==> src/rtl/mem_access_ctrl_pkg.sv <==
// Shared definitions for the M-stage data memory access controller:
// data width and the controller state encoding.
package mem_access_ctrl_pkg;

  localparam int D_WIDTH = 32;

  typedef enum logic [1:0] {
    MEMC_IDLE = 2'd0,
    MEMC_REQ  = 2'd1,
    MEMC_WAIT = 2'd2,
    MEMC_DONE = 2'd3
  } memc_state_e;

  function automatic logic is_mem_op(input logic rd, input logic wr);
    return rd | wr;
  endfunction

endpackage

==> src/rtl/mem_timeout_cnt.sv <==
// Cycle counter that flags the last permitted REQ+WAIT cycle of an access.
// Only instantiated when MEM_TIMEOUT_EN is defined.
module mem_timeout_cnt #(
  parameter int TIMEOUT_CYCLES = 255
) (
  input  logic clk,
  input  logic rst_n,
  input  logic clear,
  input  logic enable,
  output logic expire
);

  localparam int CW = $clog2(TIMEOUT_CYCLES + 1);

  logic [CW-1:0] count;

  always_ff @(posedge clk or negedge rst_n) begin
    if (!rst_n) begin
      count <= '0;
    end else if (clear) begin
      count <= '0;
    end else if (enable) begin
      count <= count + 1'b1;
    end
  end

  // Raised during the final allowed cycle so the FSM aborts on that edge.
  assign expire = enable && (count == CW'(TIMEOUT_CYCLES - 1));

endmodule

==> src/rtl/mem_access_ctrl.sv <==
// M-stage load/store sequencer for a req/gnt/rvalid data memory; freezes F..M while busy.
// Optional abort of a stuck access is enabled by defining MEM_TIMEOUT_EN.
module mem_access_ctrl
  import mem_access_ctrl_pkg::*;
#(
  parameter int A_WIDTH        = 32,
  parameter int TIMEOUT_CYCLES = 255
) (
  input  logic               clk,
  input  logic               rst_n,
  input  logic               i_MemReadM,
  input  logic               i_MemWriteM,
  input  logic [A_WIDTH-1:0] i_AddrM,
  input  logic [D_WIDTH-1:0] i_WDataM,
  output logic               o_StallM,
  output logic [D_WIDTH-1:0] o_RD,
  output logic               o_mem_req,
  output logic               o_mem_we,
  output logic [A_WIDTH-1:0] o_mem_addr,
  output logic [D_WIDTH-1:0] o_mem_wdata,
  input  logic               i_mem_gnt,
  input  logic               i_mem_rvalid,
  input  logic [D_WIDTH-1:0] i_mem_rdata,
  output logic               o_mem_err
);

  memc_state_e state;
  logic        start;
  logic        timeout_hit;
  logic        mem_err_q;

  assign start     = is_mem_op(i_MemReadM, i_MemWriteM);
  assign o_StallM  = ((state == MEMC_IDLE) && start) ||
                     (state == MEMC_REQ) || (state == MEMC_WAIT);
  assign o_mem_err = mem_err_q;

`ifdef MEM_TIMEOUT_EN
  mem_timeout_cnt #(
    .TIMEOUT_CYCLES(TIMEOUT_CYCLES)
  ) u_timeout (
    .clk    (clk),
    .rst_n  (rst_n),
    .clear  ((state == MEMC_IDLE) && start),
    .enable ((state == MEMC_REQ) || (state == MEMC_WAIT)),
    .expire (timeout_hit)
  );
`else
  assign timeout_hit = 1'b0;
`endif

  // A store with MemRead also high is treated as a store; completion always wins over timeout.
  always_ff @(posedge clk or negedge rst_n) begin
    if (!rst_n) begin
      state       <= MEMC_IDLE;
      o_mem_req   <= 1'b0;
      o_mem_we    <= 1'b0;
      o_mem_addr  <= '0;
      o_mem_wdata <= '0;
      o_RD        <= '0;
      mem_err_q   <= 1'b0;
    end else begin
      mem_err_q <= 1'b0;
      case (state)
        MEMC_IDLE: begin
          if (start) begin
            o_mem_we    <= i_MemWriteM;
            o_mem_addr  <= i_AddrM;
            o_mem_wdata <= i_WDataM;
            o_mem_req   <= 1'b1;
            state       <= MEMC_REQ;
          end
        end
        MEMC_REQ: begin
          if (i_mem_gnt) begin
            o_mem_req <= 1'b0;
            if (o_mem_we) begin
              state <= MEMC_DONE;
            end else if (i_mem_rvalid) begin
              o_RD  <= i_mem_rdata;
              state <= MEMC_DONE;
            end else begin
              state <= MEMC_WAIT;
            end
          end else if (timeout_hit) begin
            o_mem_req <= 1'b0;
            o_RD      <= '0;
            mem_err_q <= 1'b1;
            state     <= MEMC_DONE;
          end
        end
        MEMC_WAIT: begin
          if (i_mem_rvalid) begin
            o_RD  <= i_mem_rdata;
            state <= MEMC_DONE;
          end else if (timeout_hit) begin
            o_RD      <= '0;
            mem_err_q <= 1'b1;
            state     <= MEMC_DONE;
          end
        end
        MEMC_DONE: state <= MEMC_IDLE;
        default:   state <= MEMC_IDLE;
      endcase
    end
  end

endmodule

==> config.mk <==
export PLATFORM = sky130hd
export DESIGN_NAME = mem_access_ctrl
export DESIGN_NICKNAME = d
export VERILOG_FILES = /design/src/rtl/mem_access_ctrl_pkg.sv /design/src/rtl/mem_timeout_cnt.sv /design/src/rtl/mem_access_ctrl.sv
export SDC_FILE = /design/constraint.sdc
export NUM_CORES = 1
export LEC_CHECK = 0
export CORE_MARGIN = 1.5
export CORE_UTILIZATION = 40
export CTS_CLUSTER_DIAMETER = 60
export DETAILED_ROUTE_END_ITERATION = 16
export PLACE_DENSITY = 0.92
export SLEW_MARGIN = 0
export SYNTH_ARGS = -nofsm -noshare
export SYNTH_HDL_FRONTEND = slang
export SYNTH_HIERARCHICAL = 1
export SYNTH_SLANG_ARGS = --single-unit
==> constraint.sdc <==
create_clock -name clk -period 2.1 [get_ports clk]
set_clock_uncertainty 0.1 [all_clocks]
set_input_delay 0.21 -clock clk [delete_from_list [all_inputs] [get_ports clk]]
set_output_delay 0.21 -clock clk [all_outputs]
set_load 0.01 [all_outputs]
-- After elaboration in Yosys (flattened, before gate mapping)
Cells that the tools add are included.
- memories kept: 0
- memory bits (read-only): 0
- input port bits: 102
- register bits: 100
- output and inout bits: 100
- word-level logic and storage cells: 37
- latch bits: 0
- RAM bits: 0
- add/sub/neg operators: 0
- divide/modulo/power cells: 0
- mux-type cells: 13
- equality and inequality tests: 7
- $mul: 0
- bitwise logic cells: 1
- shifts and indexed selects: 0
- reduce and logical (&&, ||, !) cells: 10
- magnitude comparators: 0
- operators by type and width (kind ; count):
    $mux 32 ; 3
    $pmux 32 s2 ; 1
    $reduce_and 3->1 ; 3
    $ne 2x2->1 const B ; 4
    $pmux 2 s4 ; 1
    $mux 2 ; 3
    $eq 2x2->1 const B ; 2
    $mux 1 ; 4
    $reduce_bool 2->1 ; 2
    $eq 2x1->1 const B ; 1
    $logic_not 2->1 ; 1
    $logic_or 1x1->1 ; 2
    $pmux 1 s2 ; 1
    $reduce_and 2->1 ; 1
    $logic_and 1x1->1 ; 1
    $or 1x1->1 ; 1

-- Longest topological paths before layout
Gate-level depths: netlist of the first run.
- word-level depth: 4
- mapped depth: 7
- gate-level depth less buffers: 5

-- Worst setup path before layout of the first run
No wires, ideal clock.
- path type: register -> register
- from: register state[0]
- to: register o_RD[10]
- setup time: 0.125 ns
- stages on the path, launching flop included: 6
- setup slack: 0.330 ns
- buffers on the path: 1
- arrival time: 1.545 ns
- required time: 1.875 ns
- period minus slack after synthesis: 1.770 ns
- path through: dfrtp_1 > ha_1 > and3b_1 > o21ai_4 > buf_6 > mux2_2
- longest elaborated chain between the ends: 3
- elaborated cells on any way between the ends: 7
- classes of those cells: eq/ne (4); mux (1); reduce/logical (2)
- ends and longest elaborated chain (what ; line ; text):
    start: declaration ; mem_access_ctrl.sv:27 ; memc_state_e state;
    start signal: assignment ; mem_access_ctrl.sv:54 ; state <= MEMC_IDLE;
    start signal: assignment ; mem_access_ctrl.sv:70 ; state <= MEMC_REQ;
    start signal: assignment ; mem_access_ctrl.sv:77 ; state <= MEMC_DONE;
    $eq 2x1->1 or $eq 2x2->1 (tied branches) ; mem_access_ctrl.sv:63 ; case (state)
    $ne 2x2->1 (no source line) or $reduce_bool 2->1 (tied branches) ; - ;
    $reduce_and 3->1 (no source line) ; - ;
    end signal: assignment ; mem_access_ctrl.sv:79 ; o_RD <= i_mem_rdata;
    end signal: assignment ; mem_access_ctrl.sv:93 ; o_RD <= i_mem_rdata;
    end: declaration ; mem_access_ctrl.sv:16 ; output logic [D_WIDTH-1:0] o_RD,
Parallel ways exist; a longest one is shown, timed or not.
A chain may end at the register's enable or synchronous reset.

-- Worst setup path in the final report of the first run
- from: register state[0]
- to: output o_StallM
- longest elaborated chain between the ends: 4
- elaborated cells on any way between the ends: 6
- classes of those cells: eq/ne (2); reduce/logical (4)
- ends and longest elaborated chain (what ; line ; text):
    $logic_not 2->1 ; mem_access_ctrl.sv:33 ; assign o_StallM = ((state == MEMC_IDLE) && start) ||
    $logic_and 1x1->1 ; mem_access_ctrl.sv:33 ;
    $logic_or 1x1->1 ; mem_access_ctrl.sv:33 ;
    $logic_or 1x1->1 (*) ; mem_access_ctrl.sv:34 ; (state == MEMC_REQ) || (state == MEMC_WAIT);
    end: declaration ; mem_access_ctrl.sv:15 ; output logic o_StallM,
Mark *: on every way between the ends. The rest lies on a longest branch, timed or not.

==> impl_results.md, run 1 <==
* CTS HTree Levels at 3
* Category of the worst setup path launch point: register
* First-pass GRT wire length at 15.7 mm
* Placed cell areas at 6080 µm²
* Routed via count divided by cell count at 4.57
* Cell count after placement at 692
* Residual overflow from global routing at 0
* Number of top-level design ports at 202
* Arrival time at the worst endpoint at 1.63 ns
* Layout-stage area growth over the synthesis result at 61.3%
* Reg2Reg Depth at 6
* TritonCTS buffer count at 9
* Area enclosed by the die boundary at 10400 µm²
* Sum Neg Setup Slack at 0 ns
* Setup WS post-layout at 0.163 ns
* First DRT Iteration DRCs at 75
* Netlist cell types at 27
* Least-Margin Pin Slew at 0.656 ns
* Count of port buffers added during placement at 200
* Overall fraction of global-route tracks in use at 19.6%
* Sequential element share of the synthesized area at 64.0%
* Via Count at 3252
* Synth top area share at 64.0%
* TritonCTS clock tree: done
* Max cap viols at 0
* Count of final hold-check violations at 0
* Cell area after synthesis at 3910 µm²
* Maximum net fanout on the critical path at 5
* Status: finished, final reports clean
* Clock tree sinks at 100
* Worst hold start: i_WDataM[12]
* Antenna-violating nets left at 0
* Post-route standard cell area excluding fillers at 6310 µm²
* Leakage power summed over all cells at 0.00295 µW
* Primary FF master, synth: dfrtp_1
* Clk Latency, worst-skew pair at 0.34 ns
* Width of the die at 102 µm
* Count of nets after finishing at 683
* Cell count after synthesis at 372
* Cell types with the largest area share after synthesis: dfrtp_1 64%, nand2_1 19%, mux2_2 8.9%
* Total power at 9130 µW
* RSZ-0062 raised after global routing: false
* Leading cell types in the layout, fill and taps excluded: 198 x clkdlybuf4s50_1, 195 x nand2_1, 99 x dfrtp_1
* Leading cell type in the layout, fill and taps excluded: clkdlybuf4s50_1
* R2R Path Start: state[1]
* Placed wire-length estimate after detailed placement at 7.75 mm
* Non-filler cells, final at 711
* Min Clock Period, post-route at 1.94 ns
* Worst R2R Setup Slack at 0.17 ns
* Sort of element at the end of the critical path: primary output
* Cell count of the worst hold path at 3
* Vias in the first global route at 3295
* Power Dens Cells at 1450 nW/µm²
* Root buffer cell: clkbuf_8
* Terminus of the critical flop-to-flop path: o_mem_req
* Pin count of the biggest net entering global routing at 67
* Fmax at 516 MHz
* Final worst path period share at 92.2%
* Total routed wirelength at 10.3 mm
* Pre-Repair DR Iteration Count at 4
* Core Footprint at 9370 µm²
* Number of flip-flops and latches in the synthesized netlist at 100
* Global placer's final weighted congestion at 0.771
* Number of cell rows at 35
* Worst setup slack before clock tree synthesis at 0.0682 ns
* Clk pin slew, worst setup/hold paths at 0.11 ns
* Post-synth EDFFs at 0
* Endpoints failing setup at 0
* Per-cell routed wire length at 14.5 µm
* Number of design rule violations left after detail routing at 0
* Number of max-slew violations in the final report at 0
* Number of antenna violations at the first check in global routing at 0
* Post-Synthesis Mean Instance Area at 10.5 µm²
* Syn_nets at 478
* Final antenna diode count at 0
* Share of post-route cells with drive strength above 1 at 10.8%
* Starting utilization of the core area at 41.7%
* Classification of the worst-slack hold path: input pin to register
* Largest voltage drop on the vdd net at 0.684 mV
* Terminating pin of the worst hold path: o_mem_wdata[12]
* YS warnings at 6
* Biggest area consumer among synthesized cells: dfrtp_1
* Worst EP required at 1.79 ns
* Vert. Die Dim at 102 µm
* Max Buffers Root-to-Sink at 2
* Share of synthesized registers carrying an async set or reset at 100%
* Critical path class: register to primary output
* Slew Limit Headroom at 56.2%
critical path, cell delays in order, from the launching register on:
cell,delay (ns)
dfrtp_2,0.41
inv_1,0.07
ha_1,0.21
o21a_2,0.13
or3_1,0.31
clkbuf_2,0.16
cells in the mapped netlist (2+ instances only):
cell,number
nand2_1,195
dfrtp_1,100
mux2_2,31
buf_2,10
clkbuf_1,4
ha_1,4
buf_6,3
inv_1,2
mux2_1,2
nand2b_1,2
nor2b_1,2
o21ai_0,2
metrics by stage:
step                hold WS (ns)  util, %
global route               0.269     67.3
CTS                        0.256     67.3
finish                     0.271     67.3
detailed placement         0.141     64.9
floorplan                 -0.186        -
global placement           0.139     64.9
cells by family after synthesis:
| logic type | synth area share [%] |
|---|---|
| simple gates | 20.6 |
| flops | 64.0 |
| mux | 9.50 |
| buf+inv | 2.91 |
| compound gates | 1.63 |
| fa+ha+maj | 1.28 |
| other cells | 0.0959 |
power by group:
group | switching [µW] | internal [µW]
logic | 1990 | 2550
registers | 495 | 2870
clock network | 647 | 587
total | 3130 | 6000
registers in the layout, indices dropped and copies added, names as in the netlist:
signal,count
o_RD,32
o_mem_addr,32
o_mem_req,1
o_mem_wdata,32
o_mem_we,1
state,2
final cells by class:
class | count | area, µm²
flip-flops and latches | 100 | 2500
fillers | 740 | 3070
clock buffers | 11 | 141
inverters | 2 | 7.51
multi-input cells | 252 | 1310
repair buffers | 212 | 2120
well taps | 129 | 161
clock inverters | 5 | 61.3
what timing repair did:
| item | CTS | global route |
|---|---|---|
| hold buffers | 1 | 0 |
| endpoints found under the setup margin | 1 | 1 |
| resized for setup | 3 | 1 |
| setup buffers | 2 | 0 |
| endpoints found under the hold margin | 43 | 0 |
routing by layer:
layer / routed length [µm] / track usage [%]
met1: 3980 / 22.8
met3: 804 / 6.29
met2: 5330 / 35.2
met4: 190 / 4.95
met5: 0 / 0
worst max path at each step:
stage                           start  cells after the start  slack [ns]        end
final                        state[0]                      5        0.16   o_StallM
after global routing         state[1]                      6        0.02  o_mem_req
after CTS                    state[0]                      5        0.02   o_StallM
after detailed placement     state[0]                      5        0.07   o_StallM
after global placement    i_MemWriteM                      4        0.09   o_StallM
after floorplan              state[0]                      5        0.33   o_RD[10]
Note: power is estimated with default switching activity, not from simulation.
==> inputs of run 2 (changes only) <==
Clock period 2.1 ns to 1.9 ns, I/O delays scaled along.
==> impl_results.md, run 2 (synthesized netlist as in run 1, its figures left out) <==
* First-pass GRT wire length at 15.8 mm
* Slew Limit Headroom at 62.9%
* Critical path class: register to primary output
* Min Clock Period, post-route at 1.88 ns
* CTS HTree Levels at 3
* Final worst path period share at 99.0%
* First DRT Iteration DRCs at 101
* Count of final hold-check violations at 0
* Root buffer cell: clkbuf_8
* Classification of the worst-slack hold path: input pin to register
* Fillers at 762
* R2R Path Start: state[1]
* Number of antenna violations at the first check in global routing at 1
* Leading cell type in the layout, fill and taps excluded: clkdlybuf4s50_1
* Per-cell routed wire length at 14.9 µm
* Worst path buffer plus inverter count at 2
* Worst hold start: i_WDataM[26]
* Least-Margin Pin Slew at 0.557 ns
* Starting utilization of the core area at 41.7%
* Total routed wirelength at 10.7 mm
* Leakage power summed over all cells at 0.00301 µW
* Number of top-level design ports at 202
* Layout-stage area growth over the synthesis result at 64.6%
* Area enclosed by the die boundary at 10400 µm²
* Largest voltage drop on the vdd net at 0.792 mV
* Vias in the first global route at 3377
* Placed wire-length estimate after detailed placement at 7.84 mm
* Number of design rule violations left after detail routing at 0
* Pin count of the biggest net entering global routing at 67
* Clock Power Share at 11.9%
* Global placer's final weighted congestion at 0.796
* Width of the die at 102 µm
* Count of nets after finishing at 691
* Arrival time at the worst endpoint at 1.59 ns
* Terminating pin of the worst hold path: o_mem_wdata[26]
* Power Dens Cells at 1590 nW/µm²
* Leading cell types in the layout, fill and taps excluded: 198 x clkdlybuf4s50_1, 195 x nand2_1, 100 x dfrtp_1
* Number of max-slew violations in the final report at 0
* Status: finished, final reports clean
* Max Buffers Root-to-Sink at 2
* Delay-heaviest family, CP: flip-flops
* Worst EP required at 1.61 ns
* Critical path, cell by cell: inv_2 > ha_4 > o21a_4 > or3_4 > buf_6
* Antenna-violating nets left at 0
* Via Count at 3301
* TritonCTS clock tree: done
* Routed via count divided by cell count at 4.59
* TritonCTS buffer count at 9
* Pre-Repair DR Iteration Count at 4
* Max cap viols at 0
* RSZ-0062 raised after global routing: true
* Core Footprint at 9370 µm²
* Switching fraction of total power at 34.4%
* Regs by FF count: o_RD: 32 flops, o_mem_addr: 32 flops, o_mem_wdata: 32 flops
* Clk pin slew, worst setup/hold paths at 0.10 ns
* Power share of the combinational group at 51.7%
* Maximum net fanout on the critical path at 3
* Category of the worst setup path launch point: register
* Endpoints failing setup at 0
* Clock tree sinks at 100
* Setup WS post-layout at 0.0197 ns
* Vert. Die Dim at 102 µm
* Switch Pwr at 3530 µW
* Residual overflow from global routing at 0
* Fmax at 532 MHz
* Terminus of the critical flop-to-flop path: o_RD[6]
* Share of post-route cells with drive strength above 1 at 13.1%
* Overall fraction of global-route tracks in use at 19.8%
* Part of the total power dissipated in sequential elements at 36.3%
* Crit path max-delay cell type: dfrtp_1
* Sum Neg Setup Slack at 0 ns
* Cell count of the worst hold path at 3
* Worst setup slack before clock tree synthesis at -0.0743 ns
* Worst R2R Setup Slack at 0.03 ns
* Cell internal pwr at 6710 µW
* Reg2Reg Depth at 7
* Number of cell rows at 35
* Sort of element at the end of the critical path: primary output
* Count of port buffers added during placement at 200
* Clk Latency, worst-skew pair at 0.34 ns
* Largest stage delay on the critical path at 0.40 ns
-- run 2: cell count changes in the layout (fill, tap and decap cells not counted), moves of 2 or more --
cell	change
buf_6	+2
inv_1	-2
clkbuf_16	+2
ha_1	-3
buf_4	+3
ha_2	+2
inv_2	+2
-- run 2: routing by layer --
layer	vias to the layer above	wire [µm]	track usage, %
met1	1570	4290	23.3
li1	1593	-	-
met5	-	0	0
met3	16	755	5.61
met2	122	5460	34.9
met4	0	180	6.95
-- run 2: repair_timing --
action,CTS,global route
resized for setup,4,13
hold buffers,1,0
pin swaps,0,3
setup buffers,2,2
endpoints found under the setup margin,3,59
cloned,0,3
hold endpoints to repair,41,0
-- run 2: worst max-delay path by stage --
stage	start	to	slack [ns]	depth (start not counted)
2_1_floorplan	state[0]	o_RD[10]	0.13	5
3_3_place_gp	i_MemWriteM	o_StallM	-0.07	4
3_5_place_dp	i_MemWriteM	o_StallM	-0.07	4
4_1_cts	state[0]	o_mem_req	-0.03	6
5_1_grt	state[0]	o_StallM	-0.06	5
6_report	state[0]	o_StallM	0.02	5
-- run 2: metrics by stage --
stage | cell area (µm²) | hold slack, ns | instances | total power (µW) | utilization (%)
finish | 6440 | 0.257 | 719 | 10200 | 68.7
detailed placement | 6100 | 0.111 | 695 | 8850 | 65.1
global route | 6430 | 0.235 | 718 | 10900 | 68.7
global placement | 6100 | 0.107 | 695 | 8580 | 65.1
floorplan | 3910 | -0.206 | 372 | 5940 | -
CTS | 6300 | 0.246 | 713 | 10100 | 67.2
-- run 2: final cells by class --
class                      instances  area (µm²)  area share, %
multi-input combinational        252        1340           20.8
sequential                       100        2500           38.9
timing repair buffer             220        2250           35.0
tap                              129         161           2.51
antenna                            1        2.50         0.0389
clock inverter                     5        37.5          0.583
clock buffer                      10         138           2.14
inverter                           2        7.51          0.117
-- run 2: power groups by stage --
stage | Clock [µW] | Combinational, µW | Sequential, µW
after detailed placement | 0 | 5080 | 3770
after global routing | 1380 | 5730 | 3840
after floorplan | 0 | 1730 | 4210
after CTS | 1280 | 5120 | 3720
after global placement | 0 | 4860 | 3720
final | 1220 | 5300 | 3720
-- run 2: worst reg2reg max path: stages, from the launching register on --
cell,delay [ns]
dfrtp_1,0.38
inv_2,0.07
ha_2,0.20
and3b_1,0.22
o21ai_4,0.17
buf_12,0.14
clkbuf_16,0.15
mux2_1,0.33
